--- config.mk ---
export PLATFORM = sky130hd
export DESIGN_NAME = uart_rx
export DESIGN_NICKNAME = d
export VERILOG_FILES = /design/src/rtl/uart_pkg.sv /design/src/rtl/uart_sync2.sv /design/src/rtl/uart_rx.sv
export SDC_FILE = /design/constraint.sdc
export NUM_CORES = 1
export LEC_CHECK = 0
export ABC_AREA = 1
export BUFFER_PORTS_ARGS = -buffer_cell sky130_fd_sc_hd__buf_2
export CORE_MARGIN = 10
export CORE_UTILIZATION = 55
export DETAILED_ROUTE_END_ITERATION = 10
export PLACE_DENSITY = 0.84
export SLEW_MARGIN = 20
export SYNTH_ARGS = -nofsm -noshare
export SYNTH_HDL_FRONTEND = slang
export SYNTH_SLANG_ARGS = --single-unit
--- constraint.sdc ---
create_clock -name clk -period 2.3 [get_ports clk]
set_input_delay 0.115 -clock clk [delete_from_list [all_inputs] [get_ports clk]]
set_output_delay 0.115 -clock clk [all_outputs]
set_load 0.05 [all_outputs]
--- src/rtl/uart_pkg.sv ---
// Shared definitions for the UART receive path: FSM state encoding and
// default frame geometry.
package uart_pkg;

  localparam int UART_OVERSAMPLE_DEF = 16;
  localparam int UART_DATA_BITS_DEF  = 8;

  typedef enum logic [2:0] {
    ST_IDLE      = 3'd0,
    ST_START     = 3'd1,
    ST_DATA      = 3'd2,
    ST_STOP      = 3'd3,
    ST_WAIT_IDLE = 3'd4
  } uart_rx_state_e;

endpackage

--- src/rtl/uart_sync2.sv ---
// Two-flop synchronizer for the asynchronous serial line. Resets to 1 so a
// freshly reset receiver sees an idle line rather than a false start bit.
module uart_sync2 (
  input  logic clk,
  input  logic reset_n,
  input  logic d,
  output logic q
);

  logic meta_d, meta_q;
  logic sync_d, sync_q;

  // next values: shift the raw line through two stages
  always_comb begin
    meta_d = d;
    sync_d = meta_q;
  end

  // stage registers with idle-high reset
  always_ff @(posedge clk) begin
    if (!reset_n) begin
      meta_q <= 1'b1;
      sync_q <= 1'b1;
    end else begin
      meta_q <= meta_d;
      sync_q <= sync_d;
    end
  end

  assign q = sync_q;

endmodule

--- src/rtl/uart_rx.sv ---
// Oversampling UART receiver with a valid/ready byte output and one-clk
// frame and overrun error pulses.
//
// state        | meaning
// -------------+-----------------------------------------------------------
// ST_IDLE      | line idle, waiting for a low sample on a baud tick
// ST_START     | start bit seen, re-check it at mid-bit to reject glitches
// ST_DATA      | sampling payload bits LSB first, one per bit period
// ST_STOP      | waiting for mid-stop-bit sample; high = good frame
// ST_WAIT_IDLE | bad stop bit, wait for the line to return high (break)
module uart_rx
  import uart_pkg::*;
#(
  parameter int OVERSAMPLE = UART_OVERSAMPLE_DEF,
  parameter int DATA_BITS  = UART_DATA_BITS_DEF
) (
  input  logic                 clk,
  input  logic                 reset_n,
  input  logic                 rx,
  input  logic                 baud_tick16,
  input  logic                 rx_ready,
  output logic [DATA_BITS-1:0] rx_data,
  output logic                 rx_valid,
  output logic                 rx_busy,
  output logic                 frame_err,
  output logic                 overrun_err
);

  localparam int TW = (OVERSAMPLE > 1) ? $clog2(OVERSAMPLE) : 1;
  localparam int BW = (DATA_BITS > 1) ? $clog2(DATA_BITS) : 1;

  localparam logic [TW-1:0] TICK_HALF = TW'(OVERSAMPLE / 2 - 1);
  localparam logic [TW-1:0] TICK_LAST = TW'(OVERSAMPLE - 1);
  localparam logic [BW-1:0] BIT_LAST  = BW'(DATA_BITS - 1);

  logic rxs;

  uart_rx_state_e       state_d, state_q;
  logic [TW-1:0]        tick_cnt_d, tick_cnt_q;
  logic [BW-1:0]        bit_cnt_d, bit_cnt_q;
  logic [DATA_BITS-1:0] shift_d, shift_q;
  logic [DATA_BITS-1:0] rx_data_d, rx_data_q;
  logic                 rx_valid_d, rx_valid_q;
  logic                 frame_err_d, frame_err_q;
  logic                 overrun_err_d, overrun_err_q;
  logic                 stop_ok, stop_bad;

  uart_sync2 u_sync (
    .clk     (clk),
    .reset_n (reset_n),
    .d       (rx),
    .q       (rxs)
  );

  // frame sequencing: everything here only moves on a baud tick
  always_comb begin
    state_d    = state_q;
    tick_cnt_d = tick_cnt_q;
    bit_cnt_d  = bit_cnt_q;
    shift_d    = shift_q;
    stop_ok    = 1'b0;
    stop_bad   = 1'b0;
    if (baud_tick16) begin
      case (state_q)
        ST_IDLE: begin
          if (!rxs) begin
            state_d    = ST_START;
            tick_cnt_d = '0;
          end
        end
        ST_START: begin
          if (tick_cnt_q == TICK_HALF) begin
            tick_cnt_d = '0;
            bit_cnt_d  = '0;
            state_d    = rxs ? ST_IDLE : ST_DATA;
          end else begin
            tick_cnt_d = tick_cnt_q + 1'b1;
          end
        end
        ST_DATA: begin
          if (tick_cnt_q == TICK_LAST) begin
            tick_cnt_d         = '0;
            shift_d[bit_cnt_q] = rxs;
            if (bit_cnt_q == BIT_LAST) begin
              bit_cnt_d = '0;
              state_d   = ST_STOP;
            end else begin
              bit_cnt_d = bit_cnt_q + 1'b1;
            end
          end else begin
            tick_cnt_d = tick_cnt_q + 1'b1;
          end
        end
        ST_STOP: begin
          if (tick_cnt_q == TICK_LAST) begin
            tick_cnt_d = '0;
            if (rxs) begin
              stop_ok = 1'b1;
              state_d = ST_IDLE;
            end else begin
              stop_bad = 1'b1;
              state_d  = ST_WAIT_IDLE;
            end
          end else begin
            tick_cnt_d = tick_cnt_q + 1'b1;
          end
        end
        ST_WAIT_IDLE: begin
          if (rxs) begin
            state_d = ST_IDLE;
          end
        end
        default: begin
          state_d = ST_IDLE;
        end
      endcase
    end
  end

  // output buffer: single entry, a completing frame may refill it in the
  // same cycle it is being accepted, otherwise a full buffer drops the byte
  always_comb begin
    rx_data_d     = rx_data_q;
    rx_valid_d    = rx_valid_q && !rx_ready;
    frame_err_d   = stop_bad;
    overrun_err_d = 1'b0;
    if (stop_ok) begin
      if (!rx_valid_q || rx_ready) begin
        rx_data_d  = shift_q;
        rx_valid_d = 1'b1;
      end else begin
        overrun_err_d = 1'b1;
      end
    end
  end

  // state and datapath registers
  always_ff @(posedge clk) begin
    if (!reset_n) begin
      state_q       <= ST_IDLE;
      tick_cnt_q    <= '0;
      bit_cnt_q     <= '0;
      shift_q       <= '0;
      rx_data_q     <= '0;
      rx_valid_q    <= 1'b0;
      frame_err_q   <= 1'b0;
      overrun_err_q <= 1'b0;
    end else begin
      state_q       <= state_d;
      tick_cnt_q    <= tick_cnt_d;
      bit_cnt_q     <= bit_cnt_d;
      shift_q       <= shift_d;
      rx_data_q     <= rx_data_d;
      rx_valid_q    <= rx_valid_d;
      frame_err_q   <= frame_err_d;
      overrun_err_q <= overrun_err_d;
    end
  end

  assign rx_data     = rx_data_q;
  assign rx_valid    = rx_valid_q;
  assign rx_busy     = (state_q != ST_IDLE);
  assign frame_err   = frame_err_q;
  assign overrun_err = overrun_err_q;

endmodule
== After elaboration in Yosys (flattened, before gate mapping) ==
Cells that the tools add are included.
Cells by class
  add/sub/neg operators: 2
  magnitude comparators: 2
  equal/unequal tests: 13
  multiplexer cells: 28
  reductions and logical operators: 17
Operators by type and width (number)
  2-to-1 mux 3 bit: 10
  case mux 3 bit (5 select lines): 1
  2-to-1 mux 4 bit: 3
  case mux 4 bit (3 select lines): 1
  inequality test 2 bit (second input constant): 5
  2-to-1 mux 1 bit: 9
  bitwise mux 8 bit: 1
  AND reduction 4 bit: 2
  AND reduction 7 bit: 1
  equality test 3 x 2 -> 1 bit (second input constant): 2
  equality test 3 bit (second input constant): 2
  case mux 3 bit (2 select lines): 1
  AND reduction 3 bit: 2
  nonzero test 3 bit: 2
  adder 4 x 1 -> 4 bit (second input constant): 1
  equality test 4 x 3 -> 1 bit (second input constant): 1
  equality test 4 bit (second input constant): 1
  less-than comparator 3 x 4 -> 1 bit (second input constant): 1
  AND reduction 2 bit: 2
  adder 3 x 1 -> 3 bit (second input constant): 1
  demux 1 bit (select 3 bit): 1
  equality test 3 x 1 -> 1 bit (second input constant): 1
  greater-or-equal comparator 3 x 1 -> 1 bit (second input constant): 1
  zero test 3 bit: 1
  other kinds (7): 9
Storage, ports and cells
  register bits: 31
  input bits: 5
  word-level logic and storage cells: 72

== Longest topological paths before layout ==
  depth in word-level cells: 5
  depth in mapped cells: 11

== Cells and area by module ==
A second synthesis with hierarchy kept.
Unflattened totals
  cell total of the unflattened synthesis: 223
  area, all modules: 1502.7 um2
Modules (own cells, without submodules)
  uart_rx: times used 1, cells each 217, area an instance 1447.6 um2
  uart_sync2: times used 1, cells each 6, area an instance 55.1 um2

== Worst setup path after synthesis ==
OpenSTA, ideal clock, no wires.
  kind: register to register
  start: reg tick_cnt_q[0]
  end: reg rx_data_q[0], in the netlist rx_data[0]
  setup time: 0.114 ns
  arrival time: 1.293 ns
  data required time: 2.186 ns
  slack: 0.893 ns
  cell stages (with the launch flop): 9
  buffers on the path: 0
  period minus slack after synthesis: 1.407 ns
  cells stage by stage: dfxtp_1 > ha_1 > nand3_2 > nor2_4 > nand3_4 > nor2_8 > inv_4 > nor2_2 > nor2_1
Between the ends
  word-level cells in the longest chain between the ends: 5
Ends and longest elaborated chain
  start: declaration: RTL line uart_rx.sv:39  | logic [TW-1:0] tick_cnt_d, tick_cnt_q;
  start signal: assignment: RTL line uart_rx.sv:150  | tick_cnt_q <= tick_cnt_d;
  equality test 4 bit: RTL line uart_rx.sv:95  | if (tick_cnt_q == TICK_LAST) begin
  2-to-1 mux 1 bit: RTL line uart_rx.sv:95
  2-to-1 mux 1 bit: RTL line uart_rx.sv:64  | case (state_q)
  2-to-1 mux 1 bit: RTL line uart_rx.sv:63  | if (baud_tick16) begin
  AND reduction 2 bit (no source line)
  end signal: assignment: RTL line uart_rx.sv:153  | rx_data_q <= rx_data_d;
  end: declaration: RTL line uart_rx.sv:42  | logic [DATA_BITS-1:0] rx_data_d, rx_data_q;
No other way between the ends.
A chain may end at the register's enable or synchronous reset.

== Worst setup path after layout ==
  start: reg tick_cnt_q[0]
  end: reg rx_data_q[5], in the netlist rx_data[5]
The elaborated chain is that of the path after synthesis.

==> impl_results.md <==
- Final #Nets: approximately 240
- I/O Pins: 17
- Drt drc: 0
- Skew-Pair Late Insertion Delay: 0.33 ns
- Worst-path fanout max: 9
- Critical path arrival: 1.81 ns
- Worst-Margin Slew: roughly 0.43 ns
- Distinct cells, synth: 25
- Yosys warnings: 0
- Yosys top cell area share: 0.3949
- Unrepaired setup endpoints after global routing: false
- Die area: 5396 µm²
- Power per standard cell area: about 960 nW/µm²
- Cell Int Power: a little over 0.001 W
- Final Cycle Share: 0.6842
- Top_reg_cell synth: dfxtp_1
- Pleak: just over 0.8 nW
- DPL Wire Length: between 2 and 2.5 mm
- Share of cells above drive strength 1: 0.2521
- Post-DR wirelength/cell: 11.69 µm
- Antenna cell count: 0
- Min Hold Slack: between 0.15 and 0.2 ns
- Hold Vio Cnt, Final: 0
- GRT Total Usage: 0.1288
- CP max-delay cell: dfxtp_1
- Seq pwr share: 0.400
- Critical Path RT: about 2.5 ns
- Worst ir drop on vdd: 701.3 µV
- Routability cong.: around 0.85
- Drt pass-1 iters: 4
- Synthesized net count: approximately 220
- Setup violators final: 0
- Max-Cap Viols: 0
- Clk_skew: ~0.0067 ns
- Worst R2R Setup Slack: 0.73 ns
- Clock Path Buffers: 2
- Die X: around 73 µm
- Worst Hold Path Cells: 6
- Slew Limit Fails: 0
- Relative slew slack: 0.7120
- CTS Sinks: 31
- Overflow after GRT: 0
- Synth top area cells: dfxtp_1 (39%), nand2_1 (11%), nor2_1 (7.4%), nand3_1 (5.1%), inv_1 (4.5%)
- Post-synth EDFFs: 0
- Final wirelength: ~3.1 mm
- CTS tree: built
- Cell count after synthesis: between 200 and 250
- Post-synth top cells: nand2_1 (47), dfxtp_1 (31), nor2_1 (31)
- R2r startpoint: tick_cnt_q[0]
- Fin Setup TNS: 0 ns
- Reg-to-Reg End: rx_data[5]
- Switch Pwr: 0.0006697 W
- DIE HEIGHT: between 70 and 80 µm
- Input/output buffers: 16
- Largest area contributor in the netlist: dfxtp_1
- Util after Layout: 0.6449
- First-pass GRT wire length: ~5.6 mm
- Initial antenna violation count: 0
- # rows: 19
- Htree depth: 2
- Yosys reg bits: 31
- First DRT Iteration DRCs: 130
- Synthesized area per cell: approximately 7.4 µm²
- Core area: around 2700 µm²
- R2r worst-path depth: 8
- Worst Setup Start Kind: flop
- Root Driver: clkbuf_4
- CP peak stage delay: around 0.38 ns
- Detailed-route via count: 1,328
- FMAX: about 0.64 GHz
- Status: complete, no violations
- Drt via density: about 5
- Ys async rst share: 0
- Initial Utilization: 0.5748
- Cell Chain, Critical Path: ha_1 > nand3_2 > nor2_4 > nand3_4 > nor2_8 > inv_4 > nor2_2 > nor2_1
- Via count of the first global-routing pass: about 1,300
- Sw frac: 0.3968
- Clock transition at the registers of the reported paths: roughly 0.1 ns
- Hold Path Origin: rx_ready
- Crit Path Class: flop to flop
- ANT nets after route: 0
- Hold Path End: overrun_err
- Post-CTS Setup Bufs: 0
- Area growth syn-to-layout: 12.18%
- Minimum clock period: roughly 1.6 ns
- Most numerous cell in the Yosys netlist: nand2_1
- CP Capture Type: flop
- Clock share of power: 0.265
- Logic pwr share: 0.335
- Largest net degree at the start of global routing: 27
- Post-synthesis sequential area ratio: 0.3949
- Tightest Hold Check Type: input pin to flop
- Post-Syn Area: about 1600 µm²
- Total CTS buffers: 5
-- flip-flops by register name (all words and copies together) (netlist names) --
| register | flops |
|---|---|
| rx_data | 8 |
| shift_q | 8 |
| tick_cnt_q | 4 |
| bit_cnt_q | 3 |
| state_q | 3 |
| frame_err | 1 |
| overrun_err | 1 |
| rx_valid | 1 |
| u_sync.meta_q | 1 |
| u_sync.q | 1 |
-- area by class of cell --
class | count | area, µm²
flip-flops and latches | 31 | 620.6
well taps | 31 | 38.79
clock inverters | 2 | 35.03
multi-input cells | 154 | 834.6
clock buffers | 6 | 51.30
fillers | 240 | 970.9
inverters | 24 | 92.59
repair buffers | 17 | 90.09
-- cells by family after synthesis --
kind of cell	synth area share
compound gates	0.09395
fa+ha+maj	0.02389
buf+inv	0.07404
flops	0.3949
simple gates	0.4132
-- how the worst max path moves through the flow --
stage | start | slack [ns] | to | cells after the start
CTS | tick_cnt_q[0] | 0.72 | rx_data[6] | 8
finish | tick_cnt_q[0] | 0.73 | rx_data[5] | 8
global route | tick_cnt_q[0] | 0.54 | rx_data[1] | 8
detailed placement | tick_cnt_q[0] | 0.73 | rx_data[6] | 8
floorplan | tick_cnt_q[0] | 0.89 | rx_data[0] | 8
global placement | tick_cnt_q[0] | 0.81 | rx_data[1] | 8
-- through the flow --
step	worst slack [ns]	total power (W)	area, µm²	std cells
final	0.7263	0.001688	1763	265
after detailed placement	0.7345	0.001253	1667	256
after CTS	0.7212	0.001700	1763	265
after global routing	0.5432	0.001819	1763	265
after global placement	0.8085	0.001242	1667	256
after floorplan	0.8927	0.001167	1572	213
-- placed cells by master, fill, tap and decap left out --
| cell | count |
|---|---|
| a21oi_2 | 2 |
| nand2_2 | 3 |
| inv_1 | 19 |
| nand3_2 | 3 |
| ha_1 | 3 |
| nor2_8 | 3 |
| clkbuf_8 | 1 |
| nand3_1 | 16 |
| dlygate4sd3_1 | 1 |
| o21ai_0 | 4 |
| a21oi_1 | 13 |
| dfxtp_1 | 31 |
| bufinv_16 | 1 |
| nand3b_1 | 1 |
| nand3_4 | 1 |
| o21ai_1 | 9 |
| nand2_4 | 1 |
| nand2_1 | 47 |
| or2_2 | 2 |
| clkbuf_4 | 5 |
| buf_2 | 16 |
| nor2_4 | 3 |
| clkinv_2 | 1 |
| inv_4 | 1 |
| nor2_2 | 11 |
| nor2_1 | 31 |
| inv_2 | 4 |
| nor3_4 | 1 |
-- power groups by stage --
stage          Combinational [W]  Sequential [W]  Clock [W]
6_report                0.000566        0.000675   0.000447
3_5_place_dp            0.000565        0.000687          0
3_3_place_gp            0.000558        0.000685          0
5_1_grt                 0.000655        0.000685   0.000479
4_1_cts                 0.000569        0.000675   0.000457
2_1_floorplan           0.000515        0.000652          0
-- critical path: cells and delay by family (launching register included) --
family / cells / cell delay, ns
DFF: 1 / 0.38
adders and majority gates: 1 / 0.24
buffers and inverters: 1 / 0.09
and+or+nand+nor: 6 / 0.77
-- layer usage --
layer  part of all wire  vias up  GRT usage
li1                   -      715          -
met1               0.46      569     0.1656
met2               0.43       39     0.1875
met3              0.096        5    0.06326
met4              0.011        0    0.03106
met5                  0        -          0
-- repair_timing --
item                                    CTS  global route
hold buffers                              1             0
hold endpoints to repair                  1             0
endpoints found under the setup margin    0             0
resized for setup                         0             0
(Power assumes the default switching activity.)
